## src/rtl/mips_pkg.sv

```systemverilog
// Shared encodings for the MIPS-subset decode stage: opcodes, functs,
// ALU operation codes and the control bundle carried into EX.
package mips_pkg;

  localparam logic [5:0] OP_RTYPE = 6'h00;
  localparam logic [5:0] OP_J     = 6'h02;
  localparam logic [5:0] OP_JAL   = 6'h03;
  localparam logic [5:0] OP_BEQ   = 6'h04;
  localparam logic [5:0] OP_BNE   = 6'h05;
  localparam logic [5:0] OP_ADDI  = 6'h08;
  localparam logic [5:0] OP_SLTI  = 6'h0A;
  localparam logic [5:0] OP_ANDI  = 6'h0C;
  localparam logic [5:0] OP_ORI   = 6'h0D;
  localparam logic [5:0] OP_LUI   = 6'h0F;
  localparam logic [5:0] OP_LW    = 6'h23;
  localparam logic [5:0] OP_SW    = 6'h2B;

  localparam logic [5:0] FN_SLL = 6'h00;
  localparam logic [5:0] FN_SRL = 6'h02;
  localparam logic [5:0] FN_JR  = 6'h08;
  localparam logic [5:0] FN_ADD = 6'h20;
  localparam logic [5:0] FN_SUB = 6'h22;
  localparam logic [5:0] FN_AND = 6'h24;
  localparam logic [5:0] FN_OR  = 6'h25;
  localparam logic [5:0] FN_SLT = 6'h2A;

  localparam int RA_REG_DEFAULT = 31;

  typedef enum logic [3:0] {
    ALU_ADD = 4'd0,
    ALU_SUB = 4'd1,
    ALU_AND = 4'd2,
    ALU_OR  = 4'd3,
    ALU_SLT = 4'd4,
    ALU_SLL = 4'd5,
    ALU_SRL = 4'd6,
    ALU_LUI = 4'd7
  } alu_op_e;

  typedef enum logic [1:0] {IMM_SEXT, IMM_ZEXT, IMM_LUI} imm_kind_e;
  typedef enum logic [1:0] {DEST_RT, DEST_RD, DEST_RA, DEST_NONE} dest_kind_e;

  typedef struct packed {
    logic       reg_write;
    logic       mem_read;
    logic       mem_write;
    logic       mem_to_reg;
    logic       alu_src;
    logic       branch_eq;
    logic       branch_ne;
    logic       jal;
    logic       jr;
    logic [3:0] alu_op;
  } ctrl_t;

endpackage

```

## src/rtl/mips_control_decode.sv

```systemverilog
// Combinational main decoder: opcode/funct to control bundle, immediate and
// destination selection, rt usage and illegal-instruction flag.
module mips_control_decode
  import mips_pkg::*;
(
  input  logic [5:0]  opcode,
  input  logic [5:0]  funct,
  output ctrl_t       ctrl,
  output imm_kind_e   imm_kind,
  output dest_kind_e  dest_kind,
  output logic        uses_rt,
  output logic        is_jump,
  output logic        illegal
);

  always_comb begin
    ctrl      = '0;
    imm_kind  = IMM_SEXT;
    dest_kind = DEST_RT;
    uses_rt   = 1'b0;
    is_jump   = 1'b0;
    illegal   = 1'b0;
    case (opcode)
      OP_RTYPE: begin
        dest_kind      = DEST_RD;
        uses_rt        = 1'b1;
        ctrl.reg_write = 1'b1;
        case (funct)
          FN_ADD: ctrl.alu_op = ALU_ADD;
          FN_SUB: ctrl.alu_op = ALU_SUB;
          FN_AND: ctrl.alu_op = ALU_AND;
          FN_OR:  ctrl.alu_op = ALU_OR;
          FN_SLT: ctrl.alu_op = ALU_SLT;
          FN_SLL: ctrl.alu_op = ALU_SLL;
          FN_SRL: ctrl.alu_op = ALU_SRL;
          FN_JR: begin
            ctrl.reg_write = 1'b0;
            ctrl.jr        = 1'b1;
          end
          default: begin
            ctrl.reg_write = 1'b0;
            illegal        = 1'b1;
          end
        endcase
      end
      OP_LW: begin
        ctrl.reg_write  = 1'b1;
        ctrl.mem_read   = 1'b1;
        ctrl.mem_to_reg = 1'b1;
        ctrl.alu_src    = 1'b1;
      end
      OP_SW: begin
        ctrl.mem_write = 1'b1;
        ctrl.alu_src   = 1'b1;
        uses_rt        = 1'b1;
      end
      OP_BEQ: begin
        ctrl.branch_eq = 1'b1;
        ctrl.alu_op    = ALU_SUB;
        uses_rt        = 1'b1;
      end
      OP_BNE: begin
        ctrl.branch_ne = 1'b1;
        ctrl.alu_op    = ALU_SUB;
        uses_rt        = 1'b1;
      end
      OP_ADDI: begin
        ctrl.reg_write = 1'b1;
        ctrl.alu_src   = 1'b1;
      end
      OP_ANDI: begin
        ctrl.reg_write = 1'b1;
        ctrl.alu_src   = 1'b1;
        ctrl.alu_op    = ALU_AND;
        imm_kind       = IMM_ZEXT;
      end
      OP_ORI: begin
        ctrl.reg_write = 1'b1;
        ctrl.alu_src   = 1'b1;
        ctrl.alu_op    = ALU_OR;
        imm_kind       = IMM_ZEXT;
      end
      OP_SLTI: begin
        ctrl.reg_write = 1'b1;
        ctrl.alu_src   = 1'b1;
        ctrl.alu_op    = ALU_SLT;
      end
      OP_LUI: begin
        ctrl.reg_write = 1'b1;
        ctrl.alu_src   = 1'b1;
        ctrl.alu_op    = ALU_LUI;
        imm_kind       = IMM_LUI;
      end
      OP_J: begin
        is_jump   = 1'b1;
        dest_kind = DEST_NONE;
      end
      OP_JAL: begin
        is_jump        = 1'b1;
        ctrl.jal       = 1'b1;
        ctrl.reg_write = 1'b1;
        dest_kind      = DEST_RA;
      end
      default: illegal = 1'b1;
    endcase
  end

endmodule

```

## src/rtl/id_stage_decoder.sv

```systemverilog
// Decode stage: IF/ID register, load-use hazard detection, J/JAL redirect
// and the ID/EX pipeline register feeding EX.
module id_stage_decoder
  import mips_pkg::*;
#(
  parameter int DATA_W = 32,
  parameter int REG_AW = 5,
  parameter int RA_REG = RA_REG_DEFAULT
) (
  input  logic              clk,
  input  logic              rst_n,
  input  logic              if_valid,
  input  logic [DATA_W-1:0] if_instr,
  input  logic [DATA_W-1:0] if_pc_plus1,
  input  logic              flush,
  output logic              stall,
  output logic              redirect,
  output logic [DATA_W-1:0] redirect_pc,
  output logic [REG_AW-1:0] rf_ra1,
  output logic [REG_AW-1:0] rf_ra2,
  input  logic [DATA_W-1:0] rf_rd1,
  input  logic [DATA_W-1:0] rf_rd2,
  output logic              ex_valid,
  output logic [DATA_W-1:0] ex_pc_plus1,
  output logic [DATA_W-1:0] ex_rd1,
  output logic [DATA_W-1:0] ex_rd2,
  output logic [DATA_W-1:0] ex_imm,
  output logic [REG_AW-1:0] ex_rs,
  output logic [REG_AW-1:0] ex_rt,
  output logic [REG_AW-1:0] ex_dest,
  output logic [REG_AW-1:0] ex_shamt,
  output logic              ex_reg_write,
  output logic              ex_mem_read,
  output logic              ex_mem_write,
  output logic              ex_mem_to_reg,
  output logic              ex_alu_src,
  output logic              ex_branch_eq,
  output logic              ex_branch_ne,
  output logic              ex_jal,
  output logic              ex_jr,
  output logic [3:0]        ex_alu_op,
  output logic              err_illegal
);

  typedef struct packed {
    logic              valid;
    logic [DATA_W-1:0] pc1;
    logic [DATA_W-1:0] rd1;
    logic [DATA_W-1:0] rd2;
    logic [DATA_W-1:0] imm;
    logic [REG_AW-1:0] rs;
    logic [REG_AW-1:0] rt;
    logic [REG_AW-1:0] dest;
    logic [REG_AW-1:0] shamt;
    ctrl_t             ctrl;
  } id_ex_t;

  logic [DATA_W-1:0] id_instr_reg;
  logic [DATA_W-1:0] id_pc1_reg;
  logic              id_valid_reg;
  id_ex_t            idex_reg;
  id_ex_t            idex_next;

  ctrl_t             ctrl;
  imm_kind_e         imm_kind;
  dest_kind_e        dest_kind;
  logic              uses_rt;
  logic              is_jump;
  logic              illegal;
  logic [REG_AW-1:0] rs;
  logic [REG_AW-1:0] rt;
  logic [REG_AW-1:0] rd;
  logic [15:0]       imm16;
  logic [REG_AW-1:0] dest;
  logic [DATA_W-1:0] imm;
  logic              issue;

  assign rs    = id_instr_reg[25:21];
  assign rt    = id_instr_reg[20:16];
  assign rd    = id_instr_reg[15:11];
  assign imm16 = id_instr_reg[15:0];

  mips_control_decode u_decode (
    .opcode    (id_instr_reg[31:26]),
    .funct     (id_instr_reg[5:0]),
    .ctrl      (ctrl),
    .imm_kind  (imm_kind),
    .dest_kind (dest_kind),
    .uses_rt   (uses_rt),
    .is_jump   (is_jump),
    .illegal   (illegal)
  );

  always_comb begin
    case (dest_kind)
      DEST_RD:   dest = rd;
      DEST_RA:   dest = REG_AW'(RA_REG);
      DEST_NONE: dest = '0;
      default:   dest = rt;
    endcase
  end

  always_comb begin
    case (imm_kind)
      IMM_ZEXT: imm = {{(DATA_W-16){1'b0}}, imm16};
      IMM_LUI:  imm = {imm16, {(DATA_W-16){1'b0}}};
      default:  imm = {{(DATA_W-16){imm16[15]}}, imm16};
    endcase
  end

  // A load in EX whose result feeds this instruction holds it in ID one cycle.
  assign stall = ~flush & id_valid_reg & idex_reg.valid & idex_reg.ctrl.mem_read &
                 (idex_reg.dest != '0) &
                 ((idex_reg.dest == rs) | (uses_rt & (idex_reg.dest == rt)));

  assign redirect    = id_valid_reg & is_jump & ~stall & ~flush;
  assign redirect_pc = {id_pc1_reg[DATA_W-1:26], id_instr_reg[25:0]};
  assign rf_ra1      = rs;
  assign rf_ra2      = rt;
  assign issue       = id_valid_reg & ~flush & ~stall & ~illegal;

  always_comb begin
    idex_next = '0;
    if (issue) begin
      idex_next.valid          = 1'b1;
      idex_next.pc1            = id_pc1_reg;
      idex_next.rd1            = rf_rd1;
      idex_next.rd2            = rf_rd2;
      idex_next.imm            = imm;
      idex_next.rs             = rs;
      idex_next.rt             = rt;
      idex_next.dest           = dest;
      idex_next.shamt          = id_instr_reg[10:6];
      idex_next.ctrl           = ctrl;
      idex_next.ctrl.reg_write = ctrl.reg_write & (dest != '0);
    end
  end

  always_ff @(posedge clk or negedge rst_n) begin
    if (!rst_n) begin
      id_instr_reg <= '0;
      id_pc1_reg   <= '0;
      id_valid_reg <= 1'b0;
    end else if (flush || redirect) begin
      id_valid_reg <= 1'b0;
    end else if (!stall) begin
      id_instr_reg <= if_instr;
      id_pc1_reg   <= if_pc_plus1;
      id_valid_reg <= if_valid;
    end
  end

  always_ff @(posedge clk or negedge rst_n) begin
    if (!rst_n) begin
      idex_reg    <= '0;
      err_illegal <= 1'b0;
    end else begin
      idex_reg    <= idex_next;
      err_illegal <= id_valid_reg & illegal & ~flush & ~stall;
    end
  end

  assign ex_valid      = idex_reg.valid;
  assign ex_pc_plus1   = idex_reg.pc1;
  assign ex_rd1        = idex_reg.rd1;
  assign ex_rd2        = idex_reg.rd2;
  assign ex_imm        = idex_reg.imm;
  assign ex_rs         = idex_reg.rs;
  assign ex_rt         = idex_reg.rt;
  assign ex_dest       = idex_reg.dest;
  assign ex_shamt      = idex_reg.shamt;
  assign ex_reg_write  = idex_reg.ctrl.reg_write;
  assign ex_mem_read   = idex_reg.ctrl.mem_read;
  assign ex_mem_write  = idex_reg.ctrl.mem_write;
  assign ex_mem_to_reg = idex_reg.ctrl.mem_to_reg;
  assign ex_alu_src    = idex_reg.ctrl.alu_src;
  assign ex_branch_eq  = idex_reg.ctrl.branch_eq;
  assign ex_branch_ne  = idex_reg.ctrl.branch_ne;
  assign ex_jal        = idex_reg.ctrl.jal;
  assign ex_jr         = idex_reg.ctrl.jr;
  assign ex_alu_op     = idex_reg.ctrl.alu_op;

endmodule

```

## config.mk

```make
export PLATFORM = sky130hd
export DESIGN_NAME = id_stage_decoder
export DESIGN_NICKNAME = d
export VERILOG_FILES = /design/src/rtl/mips_pkg.sv /design/src/rtl/mips_control_decode.sv /design/src/rtl/id_stage_decoder.sv
export SDC_FILE = /design/constraint.sdc
export NUM_CORES = 1
export LEC_CHECK = 0
export CELL_PAD_IN_SITES_DETAIL_PLACEMENT = 1
export CELL_PAD_IN_SITES_GLOBAL_PLACEMENT = 2
export CORE_UTILIZATION = 28
export CTS_CLUSTER_DIAMETER = 30
export CTS_CLUSTER_SIZE = 24
export DETAILED_ROUTE_END_ITERATION = 7
export HOLD_SLACK_MARGIN = 0.03
export PLACE_DENSITY = 0.86
export SYNTH_ARGS = -nofsm -noshare
export SYNTH_HDL_FRONTEND = slang
export SYNTH_SLANG_ARGS = --single-unit
```

## constraint.sdc

```tcl
create_clock -name clk -period 2.8 [get_ports clk]
set_input_delay 0.7 -clock clk [delete_from_list [all_inputs] [get_ports clk]]
set_output_delay 0.7 -clock clk [all_outputs]
set_load 0.02 [all_outputs]
```

==> metrics list <==
- Status: complete, but fails checks
- The checks that failed: negative setup slack.
- Wire length of the first global-routing pass: about 43 mm
- The final-report hold violation count came to 0.
- Worst-case clock buffer depth: 3
- At the later pin of the worst-skew pair, clock insertion delay measures a little under 0.6 ns.
- Dominant register cell in the synthesized netlist: sky130_fd_sc_hd__dfrtp_1
- DRT iter0 DRCs: 290
- After detailed routing, the number of vias per cell comes to roughly 4.4.
- At the end of the flow the core is filled with cells to between 40% and 50%.
- After detailed routing, the number of remaining DRC violations is 0.
* Most area-hungry cell type in the Yosys netlist: sky130_fd_sc_hd__dfrtp_1
* Proportion of register bits with asynchronous set or reset after synthesis: 100%
- Peak VDD IR: between 500 and 600 uV
* GP Congestion: 0.786
- Nets@finish: between 1k and 1.5k
* Max-capacitance violation count: 0
* Initial antenna violation count: 1
* Post-route ant nets: 0
* Layout overhead on the synthesized area: 66.6%
- Routed wire length per instance: around 20 um
- Based on the critical path, the design can be clocked at up to around 320 MHz.
* Vias after detailed routing: between 6k and 7k
* Overall global routing resource usage: 17.9%
* Final Max Tran Viols: 0
- Dividing total power by cell area gives a power density of approximately 760 nW/um^2.
- The share of the Yosys chip area taken by registers is between 60 and 70%.
* CTS H-tree depth: 2
- Count of endpoints failing setup in the final report: 2
* Yosys reg bits: approximately 230
* Core region area: 30500 um^2
- Leakage power: 6.48 nW
* Worst Hold Class: in -> async
- Worst setup EP type: output pin
- Yosys mapped a number of flops with a built-in enable equal to 0.
- CTS root buf: sky130_fd_sc_hd__clkbuf_16
- Setup repair after global routing could not meet its margin everywhere.
- Most area-consuming cells after synthesis: sky130_fd_sc_hd__dfrtp_1 (65%), sky130_fd_sc_hd__and2_1 (8.1%), sky130_fd_sc_hd__mux2_1 (6.9%), sky130_fd_sc_hd__buf_4 (3.8%), sky130_fd_sc_hd__a21oi_1 (1.6%)
- Clock-pin slew was measured on the worst setup and hold paths at 0.05 ns.
* Critical Path RT: approximately 2.1 ns
* Kind of start point of the critical path: flip-flop
* Final setup slack of the worst path: -0.319 ns
- The worst setup path is of the reg -> out kind.
- Measured along the x axis, the die boundary spans roughly 180 um.
* WL final: about 29 mm
- Input and output buffers added on the ports amount to 337.
* Number of buffers created by CTS: 54
- Biggest cell delay along the critical path: around 0.41 ns
- Core Rows: 64
- Maximum fanout along the worst path: 3
* Most common library cell in the layout ignoring fill and taps: sky130_fd_sc_hd__clkdlybuf4s50_1
- TNS Setup: -0.607 ns
- Syn_nets: between 700 and 800
- Cell area after technology mapping: a little under 9000 um^2
* Proportion of netlist area held by the largest area contributor: 65.2%
- Buffers & Inverters on Critical Path: 1
- The tree built by TritonCTS fans out to between 200 and 250 sinks.
- ~340 I/O pins were placed.
* Grt ovf: 0
* TritonCTS clock tree: yes
* Min Tclk post-route: 3.12 ns
* Share of post-route cells with drive strength above 1: approximately 16%
* Placed wire-length estimate after detailed placement: 19.4 mm
- Synthesized area per cell: between 10 and 15 um^2
* Arrival time reported for the critical path endpoint: 2.42 ns
- 0 antenna diodes ended up in the layout.
* Top library cells by usage in the layout, fill and taps aside: sky130_fd_sc_hd__clkdlybuf4s50_1 (334), sky130_fd_sc_hd__dfrtp_1 (226), sky130_fd_sc_hd__and2_1 (112)
- Part of the cycle the worst path needs: 111%
* Die Area: ~32000 um^2
* Number of distinct standard cells referenced by the synthesized netlist: 45
- Critical path, cell by cell: nor2b_4 > or4_4 > a2111o_1 > a21o_1 > nor2b_2 > buf_6
- The initial utilization of the core area, before any placement, comes to around 28%.
* Number of global-route vias before repair: between 7k and 8k
* Vert. Die Dim: approximately 180 um
- The cell count after synthesis came out at between 600 and 700.
* Number of synthesis warnings: 0
- Broken down by cell family, the worst path's largest delay share belongs to simple AND/OR/NAND/NOR gates.
* Critical-path top delay cell: sky130_fd_sc_hd__or4_4
- Maximum number of pins on one net before global-route repair: roughly 60
* Total iterations of the first detailed-routing run: 4
* Skew final: between 0.02 and 0.03 ns
[logic make-up (layout without fill, tap and decap cells)]
logic type	Yosys count	in the layout	synth area share, %
adder cells (fa/ha/maj)	3	3	0.433
AO/OA/AOI/OAI	54	54	4.01
buffers and inverters	86	494	6.84
AND/OR/NAND/NOR	215	215	14.1
XOR/XNOR	10	10	1.01
multiplexers	64	64	8.31
other	1	1	0.0432
flip-flops	226	226	65.2
[Yosys cell counts, types with 2 or more instances]
| cell type | number |
|---|---|
| sky130_fd_sc_hd__mux2_1 | 53 |
| sky130_fd_sc_hd__o21ai_0 | 6 |
| sky130_fd_sc_hd__nand2_1 | 29 |
| sky130_fd_sc_hd__buf_6 | 12 |
| sky130_fd_sc_hd__nor3_1 | 7 |
| sky130_fd_sc_hd__nor2_1 | 20 |
| sky130_fd_sc_hd__a21oi_1 | 28 |
| sky130_fd_sc_hd__or4_1 | 2 |
| sky130_fd_sc_hd__nand3_1 | 5 |
| sky130_fd_sc_hd__dfrtp_1 | 226 |
| sky130_fd_sc_hd__nand3_2 | 2 |
| sky130_fd_sc_hd__xnor2_1 | 6 |
| sky130_fd_sc_hd__or3_1 | 2 |
| sky130_fd_sc_hd__nand4_1 | 2 |
| sky130_fd_sc_hd__nor2b_1 | 6 |
| sky130_fd_sc_hd__o21bai_1 | 6 |
| sky130_fd_sc_hd__or2_2 | 3 |
| sky130_fd_sc_hd__mux2_2 | 11 |
| sky130_fd_sc_hd__nor4b_1 | 2 |
| sky130_fd_sc_hd__buf_2 | 12 |
| sky130_fd_sc_hd__clkbuf_1 | 11 |
| sky130_fd_sc_hd__a311oi_1 | 2 |
| sky130_fd_sc_hd__inv_1 | 6 |
| sky130_fd_sc_hd__buf_4 | 44 |
| sky130_fd_sc_hd__and3_1 | 19 |
| sky130_fd_sc_hd__nand2b_1 | 2 |
| sky130_fd_sc_hd__and2_1 | 112 |
| sky130_fd_sc_hd__xor2_1 | 4 |
| sky130_fd_sc_hd__ha_1 | 3 |
[worst register-to-register path: stages, from the launching register on]
cell and delay [ns]:
sky130_fd_sc_hd__dfrtp_1 0.38, sky130_fd_sc_hd__nor2b_4 0.14, sky130_fd_sc_hd__or4_4 0.41, sky130_fd_sc_hd__a2111o_1 0.40, sky130_fd_sc_hd__a21o_1 0.22, sky130_fd_sc_hd__buf_4 0.15
sky130_fd_sc_hd__nand3_2 0.07, sky130_fd_sc_hd__clkinv_2 0.22, sky130_fd_sc_hd__buf_12 0.26, sky130_fd_sc_hd__and2_1 0.21
[per-stage QoR]
step | worst slack (ns) | hold slack [ns] | cells | power, mW | cell area, um^2
2_1_floorplan | 0.207 | 0.404 | 659 | 3.93 | 8670
3_3_place_gp | -0.172 | 0.451 | 1361 | 4.42 | 12400
3_5_place_dp | -0.284 | 0.460 | 1361 | 4.45 | 12400
4_1_cts | -0.330 | 0.0394 | 1463 | 11.2 | 14400
5_1_grt | -0.393 | 0.0550 | 1463 | 11.4 | 14400
6_report | -0.319 | 0.0274 | 1463 | 11.0 | 14400
[per-layer routing]
metal / vias to the layer above / share of wire (%) / GRT usage (%)
li1: 2879 / - / -
met1: 3236 / 37 / 19.5
met2: 262 / 53 / 32.4
met3: 50 / 7.6 / 5.22
met4: 0 / 2.9 / 6.98
met5: - / 0 / 0
[repair_timing]
item	CTS	global route
pin swaps	2	0
setup buffers	3	0
resized for setup	19	0
setup endpoints to repair	2	2
hold buffers	0	0
[worst paths after layout]
check                                        startpoint                    endpoint  slack, ns  depth (start not counted)
setup / recovery           id_instr_reg[26]$_DFFE_PN0P_                       stall      -0.32                          6
hold / removal                                    rst_n        ex_rd2[26]$_DFF_PN0_       0.03                          1
setup reg to reg           id_instr_reg[26]$_DFFE_PN0P_        ex_rd2[10]$_DFF_PN0_       0.23                          9
hold reg to reg              id_pc1_reg[13]$_DFFE_PN0P_   ex_pc_plus1[13]$_DFF_PN0_       0.46                          1
max in group asynchronous                         rst_n  id_pc1_reg[22]$_DFFE_PN0P_       1.90                          2
min in group clk             id_pc1_reg[13]$_DFFE_PN0P_   ex_pc_plus1[13]$_DFF_PN0_       0.46                          1
[power breakdown]
part	switching (mW)	internal, mW	leakage (nW)	total, mW
logic	0.441	0.482	2.54	0.923
registers	0.0892	3.39	3.00	3.48
clock network	2.01	4.59	0.948	6.60
[layout make-up]
type                            instances  area [um^2]
Clock buffer                           72         1540
Inverter                                7         27.5
Multi-Input combinational cell        347         2450
Sequential cell                       226         5660
Fill cell                            3141        16100
Clock inverter                         27          428
Tap cell                              396          495
Timing Repair Buffer                  388         3850
Power figures use the tool's default switching activity.
